### src/rtl/frame_reader.sv
// Scan-out stage behind frame_buf: raster timing, frame buffer reads and pixel presentation.
// Sync/de are registered one cycle so they line up with read data returning from memory.
module frame_reader #(
  parameter int DATA_WIDTH = 24,
  parameter int ADDR_WIDTH = 3,
  parameter int H_ACTIVE   = 4,
  parameter int H_FP       = 1,
  parameter int H_SYNC     = 2,
  parameter int H_BP       = 1,
  parameter int V_ACTIVE   = 2,
  parameter int V_FP       = 1,
  parameter int V_SYNC     = 1,
  parameter int V_BP       = 1
) (
  input  logic                  clk,
  input  logic                  reset,
  input  logic                  scan_en_in,
  input  logic                  buf_rdy,
  output logic                  rd_en,
  output logic [ADDR_WIDTH-1:0] rd_addr,
  input  logic [DATA_WIDTH-1:0] rd_data,
  output logic [DATA_WIDTH-1:0] pix_data,
  output logic                  de,
  output logic                  hsync,
  output logic                  vsync,
  output logic                  frame_start,
  output logic                  underflow
);

  localparam int H_TOTAL = H_ACTIVE + H_FP + H_SYNC + H_BP;
  localparam int V_TOTAL = V_ACTIVE + V_FP + V_SYNC + V_BP;
  localparam int HW      = $clog2(H_TOTAL + 1);
  localparam int VW      = $clog2(V_TOTAL + 1);

  localparam logic            ASSERT_LVL = 1'b0;
  localparam logic [HW-1:0]   H_ACT_C    = HW'(H_ACTIVE);
  localparam logic [HW-1:0]   H_SYNC_LO  = HW'(H_ACTIVE + H_FP);
  localparam logic [HW-1:0]   H_SYNC_HI  = HW'(H_ACTIVE + H_FP + H_SYNC);
  localparam logic [HW-1:0]   H_LAST     = HW'(H_TOTAL - 1);
  localparam logic [HW-1:0]   H_ONE      = HW'(1);
  localparam logic [VW-1:0]   V_ACT_C    = VW'(V_ACTIVE);
  localparam logic [VW-1:0]   V_SYNC_LO  = VW'(V_ACTIVE + V_FP);
  localparam logic [VW-1:0]   V_SYNC_HI  = VW'(V_ACTIVE + V_FP + V_SYNC);
  localparam logic [VW-1:0]   V_LAST     = VW'(V_TOTAL - 1);
  localparam logic [VW-1:0]   V_ONE      = VW'(1);
  localparam logic [ADDR_WIDTH-1:0] ADDR_ONE = ADDR_WIDTH'(1);

  typedef enum logic {IDLE = 1'b0, SCAN = 1'b1} state_t;

  state_t                  state_q, state_d;
  logic [HW-1:0]           h_cnt_q, h_cnt_d;
  logic [VW-1:0]           v_cnt_q, v_cnt_d;
  logic [ADDR_WIDTH-1:0]   addr_q, addr_d;
  logic                    de_q, de_d;
  logic                    hsync_q, hsync_d;
  logic                    vsync_q, vsync_d;
  logic                    fs_q, fs_d;
  logic                    uf_q, uf_d;
  logic                    scan_s, active_s, frame_end_s, start_s;

  // Decode of the current raster position and the start/continue condition
  always_comb begin
    scan_s      = (state_q == SCAN);
    active_s    = scan_s && (h_cnt_q < H_ACT_C) && (v_cnt_q < V_ACT_C);
    frame_end_s = scan_s && (h_cnt_q == H_LAST) && (v_cnt_q == V_LAST);
    start_s     = (scan_en_in == ASSERT_LVL) && buf_rdy;
  end

  // Next-state logic: FSM, raster counters, read address and delayed raster outputs
  always_comb begin
    state_d = state_q;
    h_cnt_d = h_cnt_q;
    v_cnt_d = v_cnt_q;
    addr_d  = addr_q;
    case (state_q)
      IDLE: begin
        h_cnt_d = '0;
        v_cnt_d = '0;
        addr_d  = '0;
        if (start_s) state_d = SCAN;
        else         state_d = IDLE;
      end
      SCAN: begin
        if (frame_end_s) begin
          // Back-to-back frames wrap straight to (0,0) with no gap cycle
          h_cnt_d = '0;
          v_cnt_d = '0;
          addr_d  = '0;
          if (start_s) state_d = SCAN;
          else         state_d = IDLE;
        end else begin
          if (h_cnt_q == H_LAST) begin
            h_cnt_d = '0;
            v_cnt_d = v_cnt_q + V_ONE;
          end else begin
            h_cnt_d = h_cnt_q + H_ONE;
            v_cnt_d = v_cnt_q;
          end
          if (active_s) addr_d = addr_q + ADDR_ONE;
          else          addr_d = addr_q;
        end
      end
      default: begin
        state_d = IDLE;
        h_cnt_d = '0;
        v_cnt_d = '0;
        addr_d  = '0;
      end
    endcase

    de_d    = active_s;
    hsync_d = !(scan_s && (h_cnt_q >= H_SYNC_LO) && (h_cnt_q < H_SYNC_HI));
    vsync_d = !(scan_s && (v_cnt_q >= V_SYNC_LO) && (v_cnt_q < V_SYNC_HI));
    fs_d    = scan_s && (h_cnt_q == '0) && (v_cnt_q == '0);
    uf_d    = uf_q || (active_s && !buf_rdy);
  end

  // State and output registers; asynchronous reset returns to an idle raster
  always_ff @(posedge clk or negedge reset) begin
    if (!reset) begin
      state_q <= IDLE;
      h_cnt_q <= '0;
      v_cnt_q <= '0;
      addr_q  <= '0;
      de_q    <= 1'b0;
      hsync_q <= 1'b1;
      vsync_q <= 1'b1;
      fs_q    <= 1'b0;
      uf_q    <= 1'b0;
    end else begin
      state_q <= state_d;
      h_cnt_q <= h_cnt_d;
      v_cnt_q <= v_cnt_d;
      addr_q  <= addr_d;
      de_q    <= de_d;
      hsync_q <= hsync_d;
      vsync_q <= vsync_d;
      fs_q    <= fs_d;
      uf_q    <= uf_d;
    end
  end

  // Read strobe is combinational so memory data returns alongside the registered de
  assign rd_en       = active_s ? ASSERT_LVL : ~ASSERT_LVL;
  assign rd_addr     = addr_q;
  assign pix_data    = de_q ? rd_data : '0;
  assign de          = de_q;
  assign hsync       = hsync_q;
  assign vsync       = vsync_q;
  assign frame_start = fs_q;
  assign underflow   = uf_q;

endmodule

### config.mk
export PLATFORM = sky130hd
export DESIGN_NAME = frame_reader
export DESIGN_NICKNAME = d
export VERILOG_FILES = /design/src/rtl/frame_reader.sv
export SDC_FILE = /design/constraint.sdc
export NUM_CORES = 1
export LEC_CHECK = 0
export ABC_AREA = 1
export CORE_MARGIN = 8
export CORE_UTILIZATION = 25
export DETAILED_ROUTE_END_ITERATION = 10
export HOLD_SLACK_MARGIN = 0.02
export PLACE_DENSITY = 0.65
export SLEW_MARGIN = 20
export SYNTH_ARGS = -nofsm -noshare
export SYNTH_HDL_FRONTEND = slang
export SYNTH_SLANG_ARGS = --single-unit
### constraint.sdc
create_clock -name clk -period 1.3 [get_ports clk]
set_input_delay 0.195 -clock clk [delete_from_list [all_inputs] [get_ports clk]]
set_output_delay 0.195 -clock clk [all_outputs]
set_load 0.005 [all_outputs]
Word level (Yosys, flattened, before mapping):

Cells that the tools add are included.

* register bits after elaboration: 16
* bits in latches: 0
* memory bits (writable): 0
* bits in read-only memories: 0
* input port bits: 28
* memories kept: 0

* add/sub/neg operators: 3
* multipliers: 0
* div/mod/pow operators: 0
* $lt $le $gt $ge: 6
* eq/ne operators: 4
* shift operators: 0
* multiplexer cells: 14
* bitwise gates (word level): 2
* reductions and logical operators: 18

Operators with widths (number)
* $mux 24: 1
* $logic_and 1x1->1: 12
* $mux 3: 4
* $pmux 3 s2: 2
* $lt 4x3->1 const B: 2
* $mux 4: 2
* $pmux 4 s2: 1
* $add 3x1->3 const B: 2
* $ne 3x1->1 const B: 2
* $add 4x1->4 const B: 1
* $eq 4x3->1 const B: 1
* $ge 4x3->1 const B: 1
* $logic_not 4->1: 1
* $eq 3x3->1 const B: 1
* $ge 3x2->1 const B: 1
* $logic_not 1->1: 3
* $logic_not 3->1: 1
* $lt 3x2->1 const B: 1
* $lt 3x3->1 const B: 1
* $mux 1: 3
* $not 1->1: 2
* $pmux 1 s2: 1
* $logic_or 1x1->1: 1

Depth between registers and ports, before layout:

Gate-level depths: netlist (run 1).

* depth after elaboration: 6
* depth in mapped cells: 6
* depth with buffers taken out: 6

Worst setup path before layout (run 1):

Ideal clock, no wire load.

* path type: reg-to-reg
* start point: reg h_cnt_q[0]
* end point: reg state_q, in the netlist scan_s
* setup time: 0.127 ns
* arrival time: 1.045 ns
* required time: 1.173 ns
* setup slack: 0.129 ns
* cell stages (with the launch flop): 7
* buffers on the path: 0
* cell sequence: dfrtp_1 -> ha_1 -> nand2_2 -> o21ai_2 -> nand2_1 -> inv_1 -> o21ai_0

* longest elaborated chain between the ends: 5

Ends and longest elaborated chain
* start: declaration: line 51 `logic [HW-1:0] h_cnt_q, h_cnt_d;`
* start signal: assignment: line 132 `h_cnt_q <= h_cnt_d;`
* $eq 4x3->1: line 65 `frame_end_s = scan_s && (h_cnt_q == H_LAST) && (v_cnt_q == V_LAST);`
* $logic_and 1x1->1 (2 in a row): line 65
* $mux 1: line 84 `if (frame_end_s) begin`
* $pmux 1 s2: line 75 `case (state_q)`
* via state_d: line 50 `state_t state_q, state_d;`
* end signal: assignment: line 131 `state_q <= state_d;`
* end: declaration: line 50

The timed path passes the listed nets, and every way through them passes these cells.
A chain may end at the register's enable or synchronous reset.

Worst setup path in the final report (run 1):

* start point: reg de_q, in the netlist de
* end point: out pix_data[16]

* longest elaborated chain between the ends: 1

Ends and longest elaborated chain
* start: declaration: line 54 `logic de_q, de_d;`
* start signal: assignment: line 125 `de_q <= 1'b0;`
* start signal: assignment: line 135 `de_q <= de_d;`
* $mux 24: line 146 `assign pix_data = de_q ? rd_data : '0;`
* end: declaration: line 22 `output logic [DATA_WIDTH-1:0] pix_data,`

No other way between the ends.

==> results.ini, run 1 <==
[setup_path]
r2r_end=scan_s
slowest_stage=dfrtp_2
slowest_delay_ns=0.41
cp_max_fo=5
worstPathCellList=buf_6, buf_16, buf_12, nand2_2, inv_1, buf_2
cp.arrival_ns=1.23
worstSetupEndpointType=output pin
crit_type=reg -> out
reg2reg_slack_ns=0.07
worst_r2r_startpoint=h_cnt_q[1]
start_kind=flip-flop
worstRegToRegCells=6
worstPathRequired_ns=1.11

[pwr]
power_leakage_uw=0.00117
pwr-share-clk_pct=12.1
p_switching_uw=1350
comb_power_share_pct=65.9
vdd_drop_max_uv=728
seq_power_share_pct=22.1
switching_share_pct=37.1
p_int_uw=2290
p_per_area_mw_per_mm2=1840

[grt]
grt_pass1_vias=1119
grt_max_degree=17
antenna_found_initial=0
grt_pass1_wl_mm=5.22
gr-total-overflow=0
grt_usage_pct=10.0

[layout]
nets=258
fin_cells=271
antenna_cells=0
design_area_sq_mm=0.00197
fill_cells=371
area_growth_pct=99.7
layout-drive-gt1-share_pct=40.3

[sta]
fin_ws_ns=-0.124
period_share_pct=110
tightest_slew_ns=0.255
rsz0062_at_grt=yes
timing.fmax_mhz=702
fin_crit_ns=1.42
fin_skew_ns=0.00318
hold_viol_final=0
setup_viol=21
slew_violations=0
relSlewSlack_pct=82.8

[min_path]
hold_path.class=in -> async

[run]
maxCapViolCount=0

[yosys]
ys_seq_area_share_pct=40.8
synthesis.area_sq_um=987
syn_inst=135
ys_ff_latch=16
syn_avg_cell_area_sq_um=7.31
ys.warnings.count=0
synth_cell_types=23
syn_nets=171

[placement]
dp_cells=254
port_buffers=60
place_hpwl_mm=2.37
gp_congestion=0.722
place_area_sq_mm=0.00174
dp_slack_ns=-0.154

[detailed_routing]
route.vias.total=1102
post_drt_wl_per_cell_um=12.0
drcViolationCount=0
drt_iter0_drc=18
wl_mm=3.25
viasPerCell=4.07
ant_nets=0
drt_pre_antenna_iters=4

[clock_network]
path_clk_slew_ns=0.07
ctsHoldBuffers=0
numCtsBuffers=3
cts_tree=built
h-tree-depth=1
clock_tree.buffer_depth=2
cts.sinks=16
insertion_delay_ns=0.25
cts_root_buffer=clkbuf_8

[outcome]
violations=setup timing
status=complete, but fails checks

[die]
num_io_pins=61
die-area_sq_mm=0.00622
die_w_um=78.8
die_h_um=78.8
core_area_sq_mm=0.00391
start_util_pct=25.2
placementRows=23

==> timing repair <==
item / 4_1_cts / 5_1_grt
gates resized for setup: 112 / 35
endpoints found under the setup margin: 31 / 35
pin swaps: 0 / 4
cloned: 2 / 1
buffers inserted: 7 / 4
==> cells by family after synthesis <==
logic type | after synthesis | share of synthesized area [%]
simple gates | 58 | 25.7
compound gates | 9 | 5.96
buf+inv | 43 | 16.5
flops | 16 | 40.8
fa+ha+maj | 8 | 10.1
xor+xnor | 1 | 0.887
==> worst max path at each step <==
stage | startpoint | to | cells past startpoint
finish | de | pix_data[16] | 6
global placement | rd_data[8] | pix_data[8] | 4
floorplan | h_cnt_q[0] | scan_s | 6
CTS | de | pix_data[15] | 6
global route | de | pix_data[14] | 6
detailed placement | rd_data[8] | pix_data[8] | 4
==> per-layer routing <==
layer,vias up,track usage (%),wire (um)
li1,567,-,-
met1,493,11.9,1400
met2,42,18.0,1600
met3,0,3.16,246
met4,0,0.556,0
met5,-,0,0
==> synthesized netlist by cell type (all sizes together) <==
library cell  instances  area (sq um)
nand3                 5          37.5
xor2                  1          8.76
ha                    8           100
clkinv                1          5.00
inv                  40           150
a21oi                 2          10.0
o22ai                 1          6.26
dfstp                 2          52.6
o21bai                2          15.0
nor3                  2          10.0
nand4                 1          6.26
nor4                  1          6.26
dfrtp                14           350
o21ai                 3          18.8
clkbuf                2          7.51
nand2                38           145
o2111ai               1          8.76
nor2                 11          48.8
==> sequential cells by signal (all words and copies together), names as in the netlist <==
name / cells
v_cnt_q: 3
frame_start: 1
h_cnt_q: 4
vsync: 1
hsync: 1
rd_addr: 3
underflow: 1
scan_s: 1
de: 1
==> placed cells by master (no fill, tap or decap), drive strengths merged, types with 2 or more instances in the layout <==
cell type,n
dfrtp,14
dlymetal6s2s,4
o21ai,3
dlygate4sd2,3
a21oi,2
nor2,11
clkbuf,10
inv,40
o21bai,2
ha,8
nor3,2
nand2,38
nand3,5
clkdlybuf4s50,27
buf,43
dfstp,2
==> worst max-delay path, delay by kind of cell, from the launching register on <==
kind / cells / cell delay, ns
buffers and inverters: 5 / 0.54
flip-flops: 1 / 0.41
AND/OR/NAND/NOR: 1 / 0.04
==> stage by stage <==
step / power [uW] / setup TNS [ns] / util, % / hold slack (ns)
finish: 3640 / -1.14 / 50.4 / 0.263
global route: 3980 / -2.38 / 50.4 / 0.296
global placement: 2680 / -3.19 / 44.4 / 0.467
floorplan: 1650 / 0 / - / -0.101
detailed placement: 2710 / -3.37 / 44.4 / 0.472
CTS: 3440 / -1.60 / 47.6 / 0.278
==> power by group through the flow <==
stage          Combinational (uW)  Sequential (uW)  Clock, uW
5_1_grt                      2670              821        481
3_5_place_dp                 1870              831          0
3_3_place_gp                 1860              818          0
4_1_cts                      2190              806        451
6_report                     2390              802        438
2_1_floorplan                 787              866          0
==> cell type report <==
type / instances / area, sq um / share of cell area, %
Sequential cell: 16 / 404 / 20.5
Clock buffer: 4 / 55.1 / 2.79
Timing Repair Buffer: 84 / 786 / 39.8
Multi-Input combinational cell: 76 / 509 / 25.8
Inverter: 41 / 155 / 7.87
Tap cell: 50 / 62.6 / 3.17
Note: power is estimated with default switching activity, not from simulation.
==> run 2, diff against run 1 <==
--- a/config.mk
+++ b/config.mk
@@ -9,6 +9,7 @@
 export CORE_MARGIN = 8
 export CORE_UTILIZATION = 25
 export DETAILED_ROUTE_END_ITERATION = 10
+export GPL_ROUTABILITY_DRIVEN = 0
 export HOLD_SLACK_MARGIN = 0.02
 export PLACE_DENSITY = 0.65
 export SLEW_MARGIN = 20
==> results of run 2 <==
The final DEF is identical to that of run 1; final timing and power are the same.
==> run 3, diff against run 2 <==
--- a/config.mk
+++ b/config.mk
@@ -7,11 +7,11 @@
 export LEC_CHECK = 0
 export ABC_AREA = 1
 export CORE_MARGIN = 8
-export CORE_UTILIZATION = 25
+export CORE_UTILIZATION = 30
 export DETAILED_ROUTE_END_ITERATION = 10
 export GPL_ROUTABILITY_DRIVEN = 0
 export HOLD_SLACK_MARGIN = 0.02
-export PLACE_DENSITY = 0.65
+export PLACE_DENSITY = 0.74
 export SLEW_MARGIN = 20
 export SYNTH_ARGS = -nofsm -noshare
 export SYNTH_HDL_FRONTEND = slang
==> run 3 against run 2 <==
- the flow still finishes with violations (setup timing)
- die area is 13% lower
- global-route usage is 3.2 points higher
- core utilization is 14 points higher
- clock power is 26% lower
- register-to-register slack worse by 0.02 ns
- sequential power is 1% higher
- final cell count is 1.1% lower
- count of clock-buffer cells in the layout stayed put
- flip-flop and latch count stayed put
- critical path type unchanged
- first-iteration DRC count is 17% lower
==> results.ini, run 3 (synthesis gave the netlist of run 1 again) <==
[pwr]
power_uw=3900  ; was 3640 uW
switching_share_pct=39.2  ; was 37.1%
pwr-share-clk_pct=8.3  ; was 12.1%
comb_power_share_pct=70.9  ; was 65.9%
p_per_area_mw_per_mm2=1860  ; was 1840 mW/mm^2
power_leakage_uw=0.00120  ; was 0.00117 uW
p_int_uw=2370  ; was 2290 uW
seq_power_share_pct=20.8  ; was 22.1%
vdd_drop_max_uv=773  ; was 728 uV
p_switching_uw=1530  ; was 1350 uW

[setup_path]
worstPathCellList=buf_6, buf_12, buf_6, nand2_2, inv_1, buf_2  ; was buf_6, buf_16, buf_12, nand2_2, inv_1, buf_2
worstSetupEndpointType=output pin  ; unchanged
cp_max_fo=7  ; was 5
reg2reg_slack_ns=0.05  ; was 0.07 ns
worstPathRequired_ns=1.11  ; about the same
slowest_delay_ns=0.41  ; about the same
cp.arrival_ns=1.28  ; was 1.23 ns
critPathBufInv=5  ; unchanged
crit_type=reg -> out  ; unchanged
start_kind=flip-flop  ; unchanged
crit_family=buffers and inverters  ; unchanged
crit_top_cell=buf_6
slowest_stage=dfrtp_1  ; was dfrtp_2

[layout]
layout_commonest_cell=clkdlybuf4s50_1  ; was inv_1
antenna_cells=0  ; unchanged
largest-register=h_cnt_q  ; unchanged
layout_common_cells=clkdlybuf4s50_1, inv_1, buf_6  ; was inv_1, clkdlybuf4s50_1, nand2_1
largest_register_ffs=4  ; unchanged
layout-drive-gt1-share_pct=48.6  ; was 40.3%
area_growth_pct=112  ; was 99.7%
multi_input_area_sq_um=593  ; was 509 sq um
regArea_sq_um=403  ; was 404 sq um
nets=259  ; was 258
fill_cells=263  ; was 371

[detailed_routing]
drt_iter0_drc=15  ; was 18
met3_length_um=320  ; was 246 um
post_drt_wl_per_cell_um=14.7  ; was 12.0 um
wl_met2_mm=2.06  ; was 1.60 mm
ant_nets=0  ; unchanged
wl_mm=3.94  ; was 3.25 mm
drt_pre_antenna_iters=4  ; unchanged
route.vias.total=1141  ; was 1102
wl_met1_mm=1.53  ; was 1.40 mm
viasPerCell=4.26  ; was 4.07
routed.top_layer=met4  ; was met3
drcViolationCount=0  ; unchanged

[sta]
timing.fmax_mhz=678  ; was 702 MHz
relSlewSlack_pct=84.2  ; was 82.8%
fin_crit_ns=1.48  ; was 1.42 ns
fin_skew_ns=0.00515  ; was 0.00318 ns
hold_viol_final=0  ; unchanged
rsz0062_at_grt=yes  ; unchanged
slew_violations=0  ; unchanged
fin_ws_ns=-0.175  ; was -0.124 ns
holdWs_ns=0.229  ; was 0.263 ns
period_share_pct=113  ; was 110%
setup_viol=24  ; was 21
tightest_slew_ns=0.236  ; was 0.255 ns

[run]
maxCapViolCount=0  ; unchanged

[outcome]
status=complete, but fails checks  ; unchanged
violations=setup timing  ; unchanged

[placement]
place_hpwl_mm=2.50  ; was 2.37 mm
port_buffers=60  ; unchanged

[clock_network]
cts_tree=built  ; unchanged
cts_root_buffer=clkbuf_4  ; was clkbuf_8
h-tree-depth=1  ; unchanged
numCtsBuffers=3  ; unchanged
clock_tree.buffer_depth=2  ; unchanged
cts.sinks=16  ; unchanged
path_clk_slew_ns=0.10  ; was 0.07 ns
insertion_delay_ns=0.28  ; was 0.25 ns
ctsHoldBuffers=0  ; unchanged

[grt]
antenna_found_initial=0  ; unchanged
grt_pass1_vias=1199  ; was 1119
gr-total-overflow=0  ; unchanged
grt_pass1_wl_mm=5.66  ; was 5.22 mm
grt_usage_pct=13.2  ; was 10.0%
grt_max_degree=17  ; unchanged

[die]
die-area_sq_mm=0.00538  ; was 0.00622 sq mm
start_util_pct=30.3  ; was 25.2%
die_h_um=73.4  ; was 78.8 um
num_io_pins=61  ; unchanged
die_w_um=73.4  ; was 78.8 um
placementRows=21  ; was 23
core_area_sq_mm=0.00326  ; was 0.00391 sq mm

[min_path]
hold_path.class=in -> async  ; unchanged

[run 3: cell types whose count changed in the layout (fill, tap and decap cells not counted), moves of 5 or more]
cell and change:
inv_2 +9, inv_1 -9, nand2_1 -10, nand2_4 +9, clkbuf_2 -5, buf_6 +15
[run 3: area by class of cell]
type | instances | area share (%)
multi-input combinational | 76 | 28.3
timing repair buffer | 85 | 40.5
inverter | 41 | 7.41
tap | 46 | 2.75
sequential | 16 | 19.2
clock buffer | 4 | 1.73
[run 3: routing by layer]
| layer | vias up | global-route usage, % |
|---|---|---|
| met1 | 523 | 14.4 |
| met5 | - | 0 |
| met2 | 50 | 24.3 |
| li1 | 565 | - |
| met4 | 0 | 2.66 |
| met3 | 3 | 3.96 |
[run 3: repair_timing]
item / 4_1_cts / 5_1_grt
setup buffers: 13 / 1
pin swaps: 1 / 7
hold endpoints to repair: 0 / 0
gates resized for setup: 150 / 45
endpoints found under the setup margin: 34 / 32
cloned: 3 / 0
[run 3: power groups by stage]
stage	Sequential [uW]	Clock [uW]	Combinational (uW)
after floorplan	866	0	787
after global placement	832	0	1790
after detailed placement	840	0	1840
after CTS	796	334	2400
after global routing	830	359	3010
final	810	325	2760
[run 3: metrics by stage]
stage / TNS [ns] / std cells / utilization, % / setup slack (ns) / area [sq um]
floorplan: 0 / 135 / - / 0.129 / 987
global placement: -3.14 / 248 / 52.7 / -0.150 / 1720
detailed placement: -3.39 / 248 / 52.7 / -0.174 / 1720
CTS: -1.74 / 268 / 58.7 / -0.158 / 1910
global route: -3.35 / 268 / 64.2 / -0.245 / 2090
finish: -1.97 / 268 / 64.2 / -0.175 / 2090
[run 3: worst paths after layout]
path / start / to / cells past startpoint
min in group clk: underflow / underflow / 1
max in group asynchronous: reset / vsync / 2
setup / recovery: de / pix_data[20] / 6
hold / removal: reset / h_cnt_q[0] / 2
setup reg to reg: v_cnt_q[1] / v_cnt_q[2] / 6
hold reg to reg: underflow / underflow / 1
